<file path="config.mk">
export PLATFORM = sky130hd
export DESIGN_NAME = ex_div_flat
export DESIGN_NICKNAME = d
export VERILOG_FILES = /design/src/rtl/ex_div_if.sv /design/src/rtl/ex_div.sv /design/src/flat_wrapper.sv
export SDC_FILE = /design/constraint.sdc
export NUM_CORES = 1
export LEC_CHECK = 0
export ABC_AREA = 1
export CELL_PAD_IN_SITES_DETAIL_PLACEMENT = 1
export CELL_PAD_IN_SITES_GLOBAL_PLACEMENT = 1
export CORE_ASPECT_RATIO = 0.9
export CORE_MARGIN = 3
export CORE_UTILIZATION = 44
export CTS_BUF_LIST = sky130_fd_sc_hd__clkbuf_16
export DETAILED_ROUTE_END_ITERATION = 8
export PLACE_DENSITY_LB_ADDON = 0.1
export SLEW_MARGIN = 10
export SYNTH_ARGS = -nofsm -noshare
export SYNTH_HDL_FRONTEND = slang
export SYNTH_SLANG_ARGS = --single-unit
</file>
<file path="constraint.sdc">
create_clock -name clk -period 5.4 [get_ports clk]
set_clock_uncertainty 0.05 [all_clocks]
set_input_delay 1.35 -clock clk [delete_from_list [all_inputs] [get_ports clk]]
set_output_delay 1.35 -clock clk [all_outputs]
set_load 0.01 [all_outputs]
</file>
<file path="src/rtl/ex_div_if.sv">
// Execute-stage <-> divide-unit bundle: request, operands, mode bits, flush, stall and result.
interface ex_div_if #(parameter int XLEN = 32);
  logic            start_i;
  logic            signed_i;
  logic            rem_i;
  logic [XLEN-1:0] dividend_i;
  logic [XLEN-1:0] divisor_i;
  logic            annul_i;
  logic            stallreq_o;
  logic            ready_o;
  logic [XLEN-1:0] result_o;

  modport master (
    output start_i, signed_i, rem_i, dividend_i, divisor_i, annul_i,
    input  stallreq_o, ready_o, result_o
  );

  modport slave (
    input  start_i, signed_i, rem_i, dividend_i, divisor_i, annul_i,
    output stallreq_o, ready_o, result_o
  );
endinterface

</file>
<file path="src/rtl/ex_div.sv">
// Iterative restoring RV32M divider (DIV/DIVU/REM/REMU): result XLEN+1 cycles after accept, 1 for divide-by-zero.
// Backpressure is a stall request held from accept through the last step; annul cancels at any point.
module ex_div #(
  parameter int XLEN = 32
) (
  input  logic     clk,
  input  logic     rst,
  ex_div_if.slave  bus
);
  localparam int CW = $clog2(XLEN);

  typedef enum logic [1:0] {IDLE, BUSY, DONE} state_t;

  state_t          state, state_nxt;
  logic [XLEN-1:0] prem;
  logic [XLEN-1:0] quo;
  logic [XLEN-1:0] dvs;
  logic [XLEN-1:0] result_q;
  logic [CW-1:0]   cnt;
  logic            rem_sel, q_sign, r_sign;

  logic            accept, div_zero, last, stall, ready;
  logic [XLEN-1:0] dvd_abs, dvs_abs, fixed;
  logic [XLEN:0]   shifted, diff;

  assign accept   = (state == IDLE) & bus.start_i & ~bus.annul_i;
  assign div_zero = (bus.divisor_i == '0);
  assign dvd_abs  = (bus.signed_i & bus.dividend_i[XLEN-1]) ? -bus.dividend_i : bus.dividend_i;
  assign dvs_abs  = (bus.signed_i & bus.divisor_i[XLEN-1])  ? -bus.divisor_i  : bus.divisor_i;
  assign last     = (cnt == CW'(XLEN - 1));

  // Restored remainder is always below the divisor, so XLEN bits of storage suffice between steps.
  assign shifted  = {prem, quo[XLEN-1]};
  assign diff     = shifted - {1'b0, dvs};

  assign fixed = rem_sel ? (r_sign ? -prem : prem)
                         : (q_sign ? -quo  : quo);

  always_ff @(posedge clk) begin
    if (!rst) state <= IDLE;
    else      state <= state_nxt;
  end

  always_comb begin
    state_nxt = state;
    stall     = 1'b0;
    ready     = 1'b0;
    case (state)
      IDLE: begin
        if (accept) begin
          stall     = 1'b1;
          state_nxt = div_zero ? DONE : BUSY;
        end
      end
      BUSY: begin
        stall = 1'b1;
        if (last) state_nxt = DONE;
      end
      DONE: begin
        ready     = 1'b1;
        state_nxt = IDLE;
      end
      default: state_nxt = IDLE;
    endcase
    if (bus.annul_i) begin
      state_nxt = IDLE;
      stall     = 1'b0;
      ready     = 1'b0;
    end
  end

  always_ff @(posedge clk) begin
    if (!rst) begin
      prem     <= '0;
      quo      <= '0;
      dvs      <= '0;
      cnt      <= '0;
      rem_sel  <= 1'b0;
      q_sign   <= 1'b0;
      r_sign   <= 1'b0;
      result_q <= '0;
    end else begin
      if (accept) begin
        rem_sel <= bus.rem_i;
        dvs     <= dvs_abs;
        cnt     <= '0;
        if (div_zero) begin
          // Architected divide-by-zero results bypass the sign fixup entirely.
          quo    <= '1;
          prem   <= bus.dividend_i;
          q_sign <= 1'b0;
          r_sign <= 1'b0;
        end else begin
          quo    <= dvd_abs;
          prem   <= '0;
          q_sign <= bus.signed_i & (bus.dividend_i[XLEN-1] ^ bus.divisor_i[XLEN-1]);
          r_sign <= bus.signed_i & bus.dividend_i[XLEN-1];
        end
      end else if (state == BUSY && !bus.annul_i) begin
        cnt <= cnt + 1'b1;
        if (!diff[XLEN]) begin
          prem <= diff[XLEN-1:0];
          quo  <= {quo[XLEN-2:0], 1'b1};
        end else begin
          prem <= shifted[XLEN-1:0];
          quo  <= {quo[XLEN-2:0], 1'b0};
        end
      end
      if (ready) result_q <= fixed;
    end
  end

  assign bus.stallreq_o = stall;
  assign bus.ready_o    = ready;
  assign bus.result_o   = ready ? fixed : result_q;
endmodule

</file>
<file path="src/flat_wrapper.sv">
// flat-port wrapper written by rule: the top's interface ports become plain ports
module ex_div_flat 
#(
  parameter int XLEN = 32
)
  (clk, rst, bus_start_i, bus_signed_i, bus_rem_i, bus_dividend_i, bus_divisor_i, bus_annul_i, bus_stallreq_o, bus_ready_o, bus_result_o);
  ex_div_if #(.XLEN(XLEN)) bus_i ();
  input  logic clk;
  input  logic rst;
  input wire logic [$bits(bus_i.start_i)-1:0] bus_start_i;
  input wire logic [$bits(bus_i.signed_i)-1:0] bus_signed_i;
  input wire logic [$bits(bus_i.rem_i)-1:0] bus_rem_i;
  input wire logic [$bits(bus_i.dividend_i)-1:0] bus_dividend_i;
  input wire logic [$bits(bus_i.divisor_i)-1:0] bus_divisor_i;
  input wire logic [$bits(bus_i.annul_i)-1:0] bus_annul_i;
  output wire logic [$bits(bus_i.stallreq_o)-1:0] bus_stallreq_o;
  output wire logic [$bits(bus_i.ready_o)-1:0] bus_ready_o;
  output wire logic [$bits(bus_i.result_o)-1:0] bus_result_o;
  assign bus_i.start_i = bus_start_i;
  assign bus_i.signed_i = bus_signed_i;
  assign bus_i.rem_i = bus_rem_i;
  assign bus_i.dividend_i = bus_dividend_i;
  assign bus_i.divisor_i = bus_divisor_i;
  assign bus_i.annul_i = bus_annul_i;
  assign bus_stallreq_o = bus_i.stallreq_o;
  assign bus_ready_o = bus_i.ready_o;
  assign bus_result_o = bus_i.result_o;
  ex_div #(.XLEN(XLEN)) u_core (.clk(clk), .rst(rst), .bus(bus_i));
endmodule
</file>
## Yosys cells after proc, flatten, opt, wreduce, memory -nomap -nowiden

Index checks and enable logic that the tools add are counted.

| word-level totals | value |
|---|---|
| word-level logic and storage cells | 61 |
| output and inout port bits | 34 |
| bits of input ports | 70 |
| register bits after elaboration | 138 |

| cells by class | value |
|---|---|
| equality and inequality tests | 5 |
| $add $sub $neg | 6 |
| bitwise logic cells | 8 |
| muxes and demuxes | 25 |
| reductions and logical operators | 8 |

Operators with widths:

| operator | number |
|---|---|
| $mux 32 | 13 |
| $neg 32->32 | 4 |
| $sub 33x32->33 | 1 |
| $logic_not 32->1 | 1 |
| $mux 1 | 7 |
| $mux 2 | 3 |
| $add 5x1->5 const B | 1 |
| $and 1x1->1 | 5 |
| $eq 5x5->1 const B | 1 |
| $ne 2x1->1 const B | 2 |
| $pmux 2 s2 | 1 |
| $reduce_or 2->1 | 2 |
| $eq 2x1->1 const B | 1 |
| $eq 2x2->1 const B | 1 |
| $logic_not 2->1 | 1 |
| $not 1->1 | 2 |
| $pmux 1 s2 | 1 |
| $reduce_and 2->1 | 1 |
| $reduce_bool 2->1 | 1 |
| $logic_and 1x1->1 | 1 |
| $logic_not 1->1 | 1 |
| $xor 1x1->1 | 1 |

## Logic depth before layout (Yosys ltp)

Gate-level depths: netlist (run 1).

| depth | value |
|---|---|
| depth after elaboration | 6 |
| mapped depth | 19 |
| gate-level depth less buffers | 18 |

## Least setup slack after synthesis (run 1)

OpenSTA, ideal clock, no wires.

| timing | value |
|---|---|
| path kind | input -> output |
| start point | input port bus_annul_i |
| end point | output port bus_result_o[3] |
| buffers on the path | 2 |
| data arrival time | 2302 ps |
| required time | 4000 ps |
| cell stages on the path | 5 |
| setup slack | 1698 ps |
| cells stage by stage | nor3_2 clkbuf_1 buf_2 nand2_1 nand2_1 |

| on the way | value |
|---|---|
| word-level cells in the longest chain between the ends | 2 |

RTL lines:

| element | line | source |
|---|---|---|
| from (decl) | flat_wrapper.sv:15 | `input wire logic [$bits(bus_i.annul_i)-1:0] bus_annul_i;` |
| $mux 1 | ex_div.sv:65 | `if (bus.annul_i) begin` |
| $mux 32 | ex_div.sv:115 | `assign bus.result_o = ready ? fixed : result_q;` |
| to (decl) | flat_wrapper.sv:18 | `output wire logic [$bits(bus_i.result_o)-1:0] bus_result_o;` |

Every way passes these cells.

## Worst setup path in the final report (run 1)

| timing | value |
|---|---|
| start point | input port bus_annul_i |
| end point | output port bus_result_o[25] |

Same word-level chain as after synthesis.

==> results.yml, run 1 <==
status:
  status: "finished clean"
cts:
  cts.sinks: 138
  cts_max_path_buffers: 2
  htreeDepth: 4
  cts_root_buf: "clkbuf_16"
  post_cts_buffers: 0
  postCtsHoldBufs: 0
  tritoncts: "done"
  clk_latency_ps: 440
  cts_resized: 0
  clk_pin_slew_ps: 70
  cts_buffers: 17
yosys:
  synth-main-ff-cell: "dfxtp_1"
  ys_ff_latch: 138
  synthArstFlopShare: 0
  yosysMostFrequentCell: "nand2_1"
  synth.yosys.seq_area_share: 0.2158
  syn_area_mm2: 0.01280
  synth_edf_count: 0
  synth.distinct_cells: 57
  syn_area_per_cell_um2: 5.644
  ys_top_cells_by_area: "dfxtp_1 22%, nand2_1 18%, inv_1 11%, nor2_1 7.6%, nand3_1 7.5%"
  netlist.area_leader.share: 0.2158
  yosysTopAreaCell: "dfxtp_1"
  syn_nets: 2377
  yosysWarningCount: 0
  ys_top_cells_by_count: "617 x nand2_1, 370 x inv_1, 260 x nor2_1, 193 x nand3_1"
  syn_inst: 2268
pwr:
  p_int_uw: 2355
  p_seq_frac: 0.267
  ir_drop_uv: 250.5
  power_density_mw_per_mm2: 299.5
  swShare: 0.4634
  p_switching_uw: 2033
  leakage_uw: 0.007350
  clockPowerShare: 0.280
  comb_power_share: 0.452
worst_setup_path:
  path_class: "primary input to output pin"
  arrival_ps: 3620
  cp_max_fo: 32
  cp_num_cells: 7
  worstPathRequired_ps: 4000
  r2r_start: "u_core.quo[31]"
  slowest_stage: "clkdlybuf4s50_1"
  crit_path_frequent_cell: "clkdlybuf4s50_1"
  rr_worst_depth: 17
  worst_setup_path_end_kind: "output pin"
  critPathMaxStageDelay_ps: 560
  path_cells: "clkdlybuf4s50_1 -> nor3_4 -> buf_4 -> or2_2 -> nand2_1 -> inv_1 -> clkdlybuf4s50_1"
  startpoint: "bus_annul_i"
  crit_family: "buffers and inverters"
  worst-path-buf-inv: 4
  cp-start-kind: "primary input"
placement:
  io_buffers: 103
  pre_cts_ws_ps: 456.2
  place_congestion: 0.9692
  hpwl_um: 43640
  placed_cells: 2674
global_routing:
  grt_pass1_vias: 15231
  grt_pass1_wl_um: 85370
  antenna_found_initial: 1
  grt_start_max_net_pins: 66
  grt_util_all_layers: 0.3495
  gr-total-overflow: 0
floorplanning:
  core-area_mm2: 0.02830
  die_area_mm2: 0.03118
  fp.dieW_um: 185.8
  std_cell_rows: 58
  ios: 104
  die_y_um: 167.8
  initial_core_util: 0.4523
layout:
  fin_util: 0.5177
  seqCellArea_mm2: 0.002763
  area_growth_pct: 14.47
  antennaDiodeCount: 0
  final_layout_size_suffix_gt1_frac: 0.05797
  final_nets: 2442
  multi_input_area_mm2: 0.008238
  layout.cells.non_filler: 2706
  nFillCells: 4071
timing:
  tightest_slew_ps: 793.9
  slew_headroom: 0.4702
  fin_tns_setup_ps: 0
  finalSetupViolations: 0
  rsz0062_at_grt: "false"
  fmax_mhz: 199.1
  finalHoldViolations: 0
  finalCritPeriodShare: 0.9301
  slew_viol_final: 0
  finalCriticalPeriod_ps: 5022
  finalWorstSetupSlack_ps: 377.7
hold_path:
  hold_path.class: "flip-flop to flip-flop"
  worstHoldStart: "u_core.result_q[12]"
  min_path_cells: 2
routing:
  firstDrtPassIters: 5
  routedWlPerCell_um: 20.09
  drtIter0Drc: 1389
  viasPerCell: 5.701
  drc_errors: 0
  num_vias: 15426
  totalWireLength_um: 54360
  ant_nets: 0
job:
  max-cap-violations: 0
## routing by layer
metal | vias up | track usage | share of wire
met1 | 7411 | 0.5106 | 0.46
met4 | 2 | 0.07996 | 0.019
met3 | 66 | 0.04904 | 0.078
met2 | 598 | 0.5457 | 0.44
li1 | 7349 | - | -
met5 | - | 0 | 0.00022
## flip-flops by register name, summed over array words and instances (netlist names)
register	cells
u_core.prem	32
u_core.q_sign	1
u_core.result_q	32
u_core.dvs	32
u_core.r_sign	1
u_core.rem_sel	1
u_core.state	2
u_core.quo	32
u_core.cnt	5
## worst register-to-register path, cell delays in order, from the launching register on
cell and delay (ps):
dfxtp_1 400, inv_1 180, ha_1 250, fa_1 430, inv_1 100, nand3_1 80, nand2_1 150, nand2_1 80
nand2_2 110, nand2_2 80, nand2_4 90, nand2_4 80, nand2_4 80, nand2_4 80, nand2_4 290, nand2_1 130
nand3_1 140, a21oi_2 60
## kinds of logic (layout without fill, tap and decap cells)
kind of cell               count (synthesis)  after routing  synth area share
AOI/OAI and AO/OA                        374            374            0.1631
DFF                                      138            138            0.2158
adders and majority gates                 39             39           0.03871
and+or+nand+nor                         1209           1209            0.4064
xor gates and xnor gates                  50             50           0.03421
buffers and inverters                    458            536            0.1417
## power groups by stage
stage | clock (uW) | sequential [uW] | combinational, uW
after global routing | 1290 | 1180 | 2220
after detailed placement | 0 | 1190 | 1930
final | 1230 | 1170 | 1980
after floorplan | 0 | 1150 | 1400
after CTS | 1240 | 1170 | 1950
after global placement | 0 | 1190 | 1870
## final cells by class
class	count	area share
Timing Repair Buffer	121	0.07958
Tap cell	360	0.03074
Clock inverter	15	0.01178
Clock buffer	17	0.02903
Sequential cell	138	0.1885
Inverter	383	0.09811
Multi-Input combinational cell	1672	0.5622
## per-stage QoR
stage	cell area, um^2	power [uW]	hold slack, ps
global route	14650	4681	455.6
CTS	14650	4355	428.6
finish	14650	4388	432.9
detailed placement	14050	3123	418.0
floorplan	12800	2556	367.5
global placement	14050	3059	407.6
## final timing paths
| check | endpoint | slack (ps) |
|---|---|---|
| setup / recovery | bus_result_o[25] | 380 |
| hold reg to reg | u_core.result_q[12] | 430 |
| setup reg to reg | u_core.prem[10] | 2420 |
| hold / removal | u_core.result_q[12] | 430 |
## cell usage in the layout (no fill, tap or decap), types with 6 or more instances in the layout
cell	instances
nand4_1	30
xor2_1	45
clkbuf_16	17
or2_2	17
o22ai_1	19
inv_2	12
a31oi_1	9
nand3b_1	6
o21ai_0	141
clkdlybuf4s50_1	103
nor2_1	259
a21oi_2	13
nor2_2	7
nor3_1	36
a21oi_1	141
ha_1	38
nand2_2	12
o21ai_1	11
nand3_1	193
nand2_1	617
a22oi_1	11
inv_1	369
nand2_4	6
inv_6	6
dfxtp_1	138
o211ai_1	8
buf_4	18
(Power assumes the default switching activity.)
==> run 2, diff against run 1 <==
--- a/config.mk
+++ b/config.mk
@@ -6,7 +6,7 @@
 export NUM_CORES = 1
 export LEC_CHECK = 0
 export ABC_AREA = 1
-export CELL_PAD_IN_SITES_DETAIL_PLACEMENT = 1
+export CELL_PAD_IN_SITES_DETAIL_PLACEMENT = 0
 export CELL_PAD_IN_SITES_GLOBAL_PLACEMENT = 1
 export CORE_ASPECT_RATIO = 0.9
 export CORE_MARGIN = 3
@@ -14,6 +14,7 @@
 export CTS_BUF_LIST = sky130_fd_sc_hd__clkbuf_16
 export DETAILED_ROUTE_END_ITERATION = 8
 export PLACE_DENSITY_LB_ADDON = 0.1
+export RECOVER_POWER = 25
 export SLEW_MARGIN = 10
 export SYNTH_ARGS = -nofsm -noshare
 export SYNTH_HDL_FRONTEND = slang
==> run 2 against run 1 <==
Against the previous run: first-iteration DRC count increased by 16%; cell count unchanged; clock-buffer cell count unchanged; critical path type unchanged; combinational power decreased by 3%; critical path depth unchanged; sequential share of layout area about the same; non-clock buffer count unchanged; maximum frequency increased by 0.15%; sequential power about the same; hold slack got worse by 11 ps; sequential cell count unchanged; register-to-register slack got worse by 590 ps.
==> results.yml, run 2 (synthesis results as in run 1) <==
status:
  status: "finished clean"
pwr:
  p_seq_frac: 0.271
  leakage_uw: 0.007327
  power_uw: 4313
  power_density_mw_per_mm2: 294.9
  comb_power_share: 0.445
  p_switching_uw: 1935
  clockPowerShare: 0.284
  p_int_uw: 2378
  ir_drop_uv: 228.1
  swShare: 0.4487
timing:
  finalCriticalPeriod_ps: 5015
  tightest_slew_ps: 1317
  finalHoldViolations: 0
  finalCritPeriodShare: 0.9286
  finalSetupViolations: 0
  fin_tns_setup_ps: 0
  fmax_mhz: 199.4
  slew_viol_final: 0
  rsz0062_at_grt: "false"
  slew_headroom: 0.1223
worst_setup_path:
  path_class: "primary input to output pin"
  cp_max_fo: 32
  worstPathRequired_ps: 4000
  worst_setup_path_end_kind: "output pin"
  arrival_ps: 3610
  cp-start-kind: "primary input"
routing:
  totalWireLength_um: 49130
  met3_length_um: 4183
  wl_met1_um: 23860
  viasPerCell: 5.437
  drc_errors: 0
  wl_met2_um: 20410
  firstDrtPassIters: 5
  highest_layer: "met4"
  routedWlPerCell_um: 18.15
  num_vias: 14712
  drtIter0Drc: 1612
  ant_nets: 0
placement:
  io_buffers: 103
  hpwl_um: 39420
  place_congestion: 0.9692
cts:
  cts_buffers: 17
  clk_latency_ps: 440
  postCtsHoldBufs: 0
  cts_root_buf: "clkbuf_16"
  htreeDepth: 4
  cts.sinks: 138
  cts_max_path_buffers: 2
  cts_resized: 0
  clk_pin_slew_ps: 60
  post_cts_buffers: 0
  tritoncts: "done"
global_routing:
  gr-total-overflow: 0
  antenna_found_initial: 0
  grt_pass1_wl_um: 76250
  grt_util_all_layers: 0.3151
  grt_pass1_vias: 13368
  grt_start_max_net_pins: 66
floorplanning:
  die_area_mm2: 0.03118
  fp.dieW_um: 185.8
  std_cell_rows: 58
  die_y_um: 167.8
  core-area_mm2: 0.02830
  ios: 104
  initial_core_util: 0.4523
layout:
  final_nets: 2442
  final_common_cell: "nand2_1"
  antennaDiodeCount: 0
  final_cell_mix: "617 x nand2_1, 369 x inv_1, 261 x nor2_1"
  area_growth_pct: 14.24
  nFillCells: 3096
  final_layout_size_suffix_gt1_frac: 0.05584
hold_path:
  hold_path.class: "flip-flop to flip-flop"
job:
  max-cap-violations: 0
==> run 2: cell type report <==
class                      instances  area [um^2]  area share
sequential                       138         2763      0.1889
clock buffer                      17        425.4     0.02909
tap                              360        450.4     0.03080
inverter                         383         1438     0.09831
multi-input combinational       1672         8224      0.5624
clock inverter                    15        163.9     0.01121
timing repair buffer             121         1160     0.07931
==> run 2: final timing paths <==
path,endpoint,start,depth (start not counted),slack [ps]
setup / recovery,bus_result_o[25],bus_annul_i,7,390
hold / removal,u_core.result_q[5],u_core.result_q[5],2,420
setup reg to reg,u_core.prem[31],u_core.state[0],8,1830
hold reg to reg,u_core.result_q[5],u_core.result_q[5],2,420
==> run 2: worst max-delay path, cell delays in order <==
cell             delay (ps)
dlygate4sd3_1           640
nor3_4                  400
buf_4                   370
or2_2                   170
nand2_1                  60
inv_1                    60
clkdlybuf4s50_1         540
==> run 2: metrics by stage <==
step	setup WS, ps	hold WS, ps	area (um^2)	util	instances
2_1_floorplan	1698	367.5	12800	-	2268
3_3_place_gp	514.0	407.6	14050	0.4966	2674
3_5_place_dp	484.3	414.9	14050	0.4966	2674
4_1_cts	484.6	423.9	14640	0.5174	2706
5_1_grt	208.6	438.6	14620	0.5167	2706
6_report	385.4	422.3	14620	0.5167	2706
==> run 2: layer usage <==
metal | vias up | track usage
met4 | 0 | 0.05762
met1 | 6702 | 0.4917
met2 | 625 | 0.4594
met3 | 48 | 0.04753
met5 | - | 0
li1 | 7337 | -
==> run 2: power by group through the flow <==
stage | Combinational [uW] | Sequential (uW) | Clock, uW
finish | 1920 | 1170 | 1220
global placement | 1870 | 1190 | 0
global route | 2170 | 1180 | 1280
CTS | 1890 | 1170 | 1230
detailed placement | 1880 | 1190 | 0
floorplan | 1400 | 1150 | 0
==> run 3, diff against run 2 <==
--- a/config.mk
+++ b/config.mk
@@ -5,12 +5,10 @@
 export SDC_FILE = /design/constraint.sdc
 export NUM_CORES = 1
 export LEC_CHECK = 0
-export ABC_AREA = 1
 export CELL_PAD_IN_SITES_DETAIL_PLACEMENT = 0
 export CELL_PAD_IN_SITES_GLOBAL_PLACEMENT = 1
 export CORE_ASPECT_RATIO = 0.9
-export CORE_MARGIN = 3
-export CORE_UTILIZATION = 44
+export CORE_UTILIZATION = 43
 export CTS_BUF_LIST = sky130_fd_sc_hd__clkbuf_16
 export DETAILED_ROUTE_END_ITERATION = 8
 export PLACE_DENSITY_LB_ADDON = 0.1
==> constraint.sdc (replaced) <==
create_clock -name clk -period 5.3 [get_ports clk]
set_clock_uncertainty 0.05 [all_clocks]
set_input_delay 1.325 -clock clk [delete_from_list [all_inputs] [get_ports clk]]
set_output_delay 1.325 -clock clk [all_outputs]
set_load 0.01 [all_outputs]
==> run 3 against run 2 <==
Against the previous run: the flow now finishes with violations (DRC, capacitance limit, slew limit); die area down 20%; synthesized cell count shrank 39%; area after synthesis decreased by 18%; power fell by 18%; cell count down 35%; sequential share of layout area increased by 3.4 points; setup slack worse by 220 ps; non-clock buffer count up 12; combinational power shrank 45%; largest cell class unchanged; highest routed layer unchanged.
==> results.yml, run 3 <==
status:
  status: "finished, violations left"
  violations: "DRC, capacitance limit, slew limit"
layout:
  final_layout_size_suffix_gt1_frac: 0.07994
  antennaDiodeCount: 0
  area_growth_pct: 18.78
  final_nets: 1547
  nFillCells: 2319
  final_cell_mix: "160 x a21oi_1, 137 x dfxtp_1, 134 x nor2_1"
  multi_input_area_mm2: 0.007179
  final_common_cell: "a21oi_1"
  layout.cells.non_filler: 1753
  seqCellArea_mm2: 0.002764
  fin_util: 0.5260
timing:
  slew_viol_final: 121
  finalHoldViolations: 0
  finalCritPeriodShare: 0.9687
  slew_headroom: -0.2266
  finalSetupViolations: 0
  timing.hold.ws_ps: 404.0
  fmax_mhz: 194.8
  tightest_slew_ps: 1840
  finalCriticalPeriod_ps: 5134
cts:
  clk_pin_slew_ps: 60
  htreeDepth: 4
  postCtsHoldBufs: 0
  cts.sinks: 138
  tritoncts: "done"
  clk_latency_ps: 430
  cts_buffers: 17
  cts_max_path_buffers: 2
  cts_root_buf: "clkbuf_16"
floorplanning:
  die_y_um: 149.9
  std_cell_rows: 53
  core-area_mm2: 0.02361
  die_area_mm2: 0.02494
  ios: 104
  initial_core_util: 0.4429
  fp.dieW_um: 166.4
yosys:
  syn_area_per_cell_um2: 7.615
  ys_top_cells_by_count: "162 x a21oi_1, 138 x dfxtp_1, 135 x nor2_1, 96 x nand2_1, 94 x o21ai_0"
  yosysMostFrequentCell: "a21oi_1"
  syn_nets: 1482
  netlist.area_leader.share: 0.2642
  synth-main-ff-cell: "dfxtp_1"
  yosysWarningCount: 0
  synthArstFlopShare: 0
  ys_top_cells_by_area: "dfxtp_1 26%, a21oi_1 7.8%, xnor2_1 7.0%, xor2_1 5.0%, nor2_1 4.8%"
  synth_edf_count: 0
  ys_ff_latch: 138
  synth.yosys.seq_area_share: 0.2642
  yosysTopAreaCell: "dfxtp_1"
  synth.distinct_cells: 74
  syn_area_mm2: 0.01046
  syn_inst: 1373
worst_setup_path:
  path_cells: "or4_1 -> or3_4 -> nor4_4 -> nand2b_1 -> o41ai_2 -> xor2_1 -> nor2_1 -> a21oi_2 -> a21oi_1 -> clkdlybuf4s50_1"
  slowest_stage: "or4_1"
  rr_worst_depth: 12
  crit_family: "simple AND/OR/NAND/NOR gates"
  worstPathRequired_ps: 3920
  worst_setup_path_end_kind: "output pin"
  critPathMaxStageDelay_ps: 600
  rrSetupSlack_ps: 1110
  path_class: "flip-flop to output pin"
  cp_max_fo: 6
  cp-start-kind: "flip-flop"
  r2r_end: "u_core.prem[9]"
  worst-path-buf-inv: 1
  r2r_start: "u_core.prem[2]"
  arrival_ps: 3760
pwr:
  p_int_uw: 2354
  p_switching_uw: 1176
  ir_drop_uv: 201.5
  clockPowerShare: 0.372
  comb_power_share: 0.298
  swShare: 0.3332
  power_density_mw_per_mm2: 284.3
  power_uw: 3530
  p_seq_frac: 0.330
  leakage_uw: 0.004660
routing:
  totalWireLength_um: 32050
  drtIter0Drc: 753
  firstDrtPassIters: 9
  routedWlPerCell_um: 18.28
  ant_nets: 0
  num_vias: 10255
  drc_errors: 6
  viasPerCell: 5.850
placement:
  hpwl_um: 23450
  place_congestion: 0.8782
  placed_cells: 1720
  io_buffers: 103
job:
  max-cap-violations: 2
hold_path:
  whs_endpoint: "u_core.dvs[16]"
  hold_path.class: "flip-flop to flip-flop"
  worstHoldStart: "u_core.dvs[16]"
  min_path_cells: 2
global_routing:
  grt_pass1_vias: 9729
  grt_pass1_wl_um: 51510
  grt_start_max_net_pins: 84
  gr-total-overflow: 0
  grt_util_all_layers: 0.2614
  antenna_found_initial: 0
## run 3: power by group through the flow
stage	Sequential [uW]	Clock, uW	Combinational [uW]
2_1_floorplan	1160	0	741
3_3_place_gp	1190	0	1030
3_5_place_dp	1190	0	1030
4_1_cts	1160	1330	1040
5_1_grt	1170	1370	1170
6_report	1170	1310	1050
## run 3: worst reg2reg max path: cells and delay by family (launching register included)
kind                     cells  cell delay (ps)
buffers and inverters        1              190
adder cells (fa/ha/maj)      1              280
AND/OR/NAND/NOR              4             1900
flip-flops                   1              390
AO/OA/AOI/OAI                6             1320
## run 3: cell families after synthesis
family	Yosys count	share of synthesized area
simple gates	412	0.1967
flops	138	0.2642
buf+inv	143	0.05254
fa+ha+maj	39	0.04739
compound gates	451	0.2707
xor+xnor	144	0.1206
mux	46	0.04775
## run 3: how the worst max path moves through the flow
stage          cells past startpoint  slack [ps]            from                to
6_report                          10         170  u_core.quo[11]  bus_result_o[30]
5_1_grt                           10          -4  u_core.prem[6]  bus_result_o[29]
4_1_cts                           10          50  u_core.quo[11]  bus_result_o[30]
3_5_place_dp                      10         470  u_core.quo[11]  bus_result_o[31]
3_3_place_gp                      10         520  u_core.quo[11]  bus_result_o[31]
2_1_floorplan                      9        1330  u_core.quo[11]  bus_result_o[31]
## run 3: timing repair
| item | 4_1_cts | 5_1_grt |
|---|---|---|
| buffers inserted | 0 | 1 |
| gates resized for setup | 1 | 6 |
| endpoints found under the hold margin | 0 | 0 |
| pin swaps | 0 | 1 |
| endpoints found under the setup margin | 1 | 3 |
## run 3: area by class of cell
class,instances,area share
clock inverters,15,0.01673
multi-input cells,1092,0.5781
flip-flops and latches,138,0.2226
repair buffers,133,0.1010
inverters,56,0.01693
well taps,302,0.03043
clock buffers,17,0.03426
## run 3: per-layer routing
metal / share of wire / vias up / track usage
li1: - / 5083 / -
met2: 0.46 / 256 / 0.4408
met3: 0.048 / 32 / 0.03914
met4: 0.014 / 0 / 0.06852
met1: 0.48 / 4884 / 0.3485
met5: 0 / - / 0
## run 3: metrics by stage
stage / setup TNS, ps / setup WS, ps / area [um^2]
floorplan: 0 / 1331 / 10460
global placement: 0 / 519.6 / 11760
detailed placement: 0 / 466.6 / 11760
CTS: 0 / 53.33 / 12400
global route: -4.040 / -4.040 / 12420
finish: 0 / 166.2 / 12420
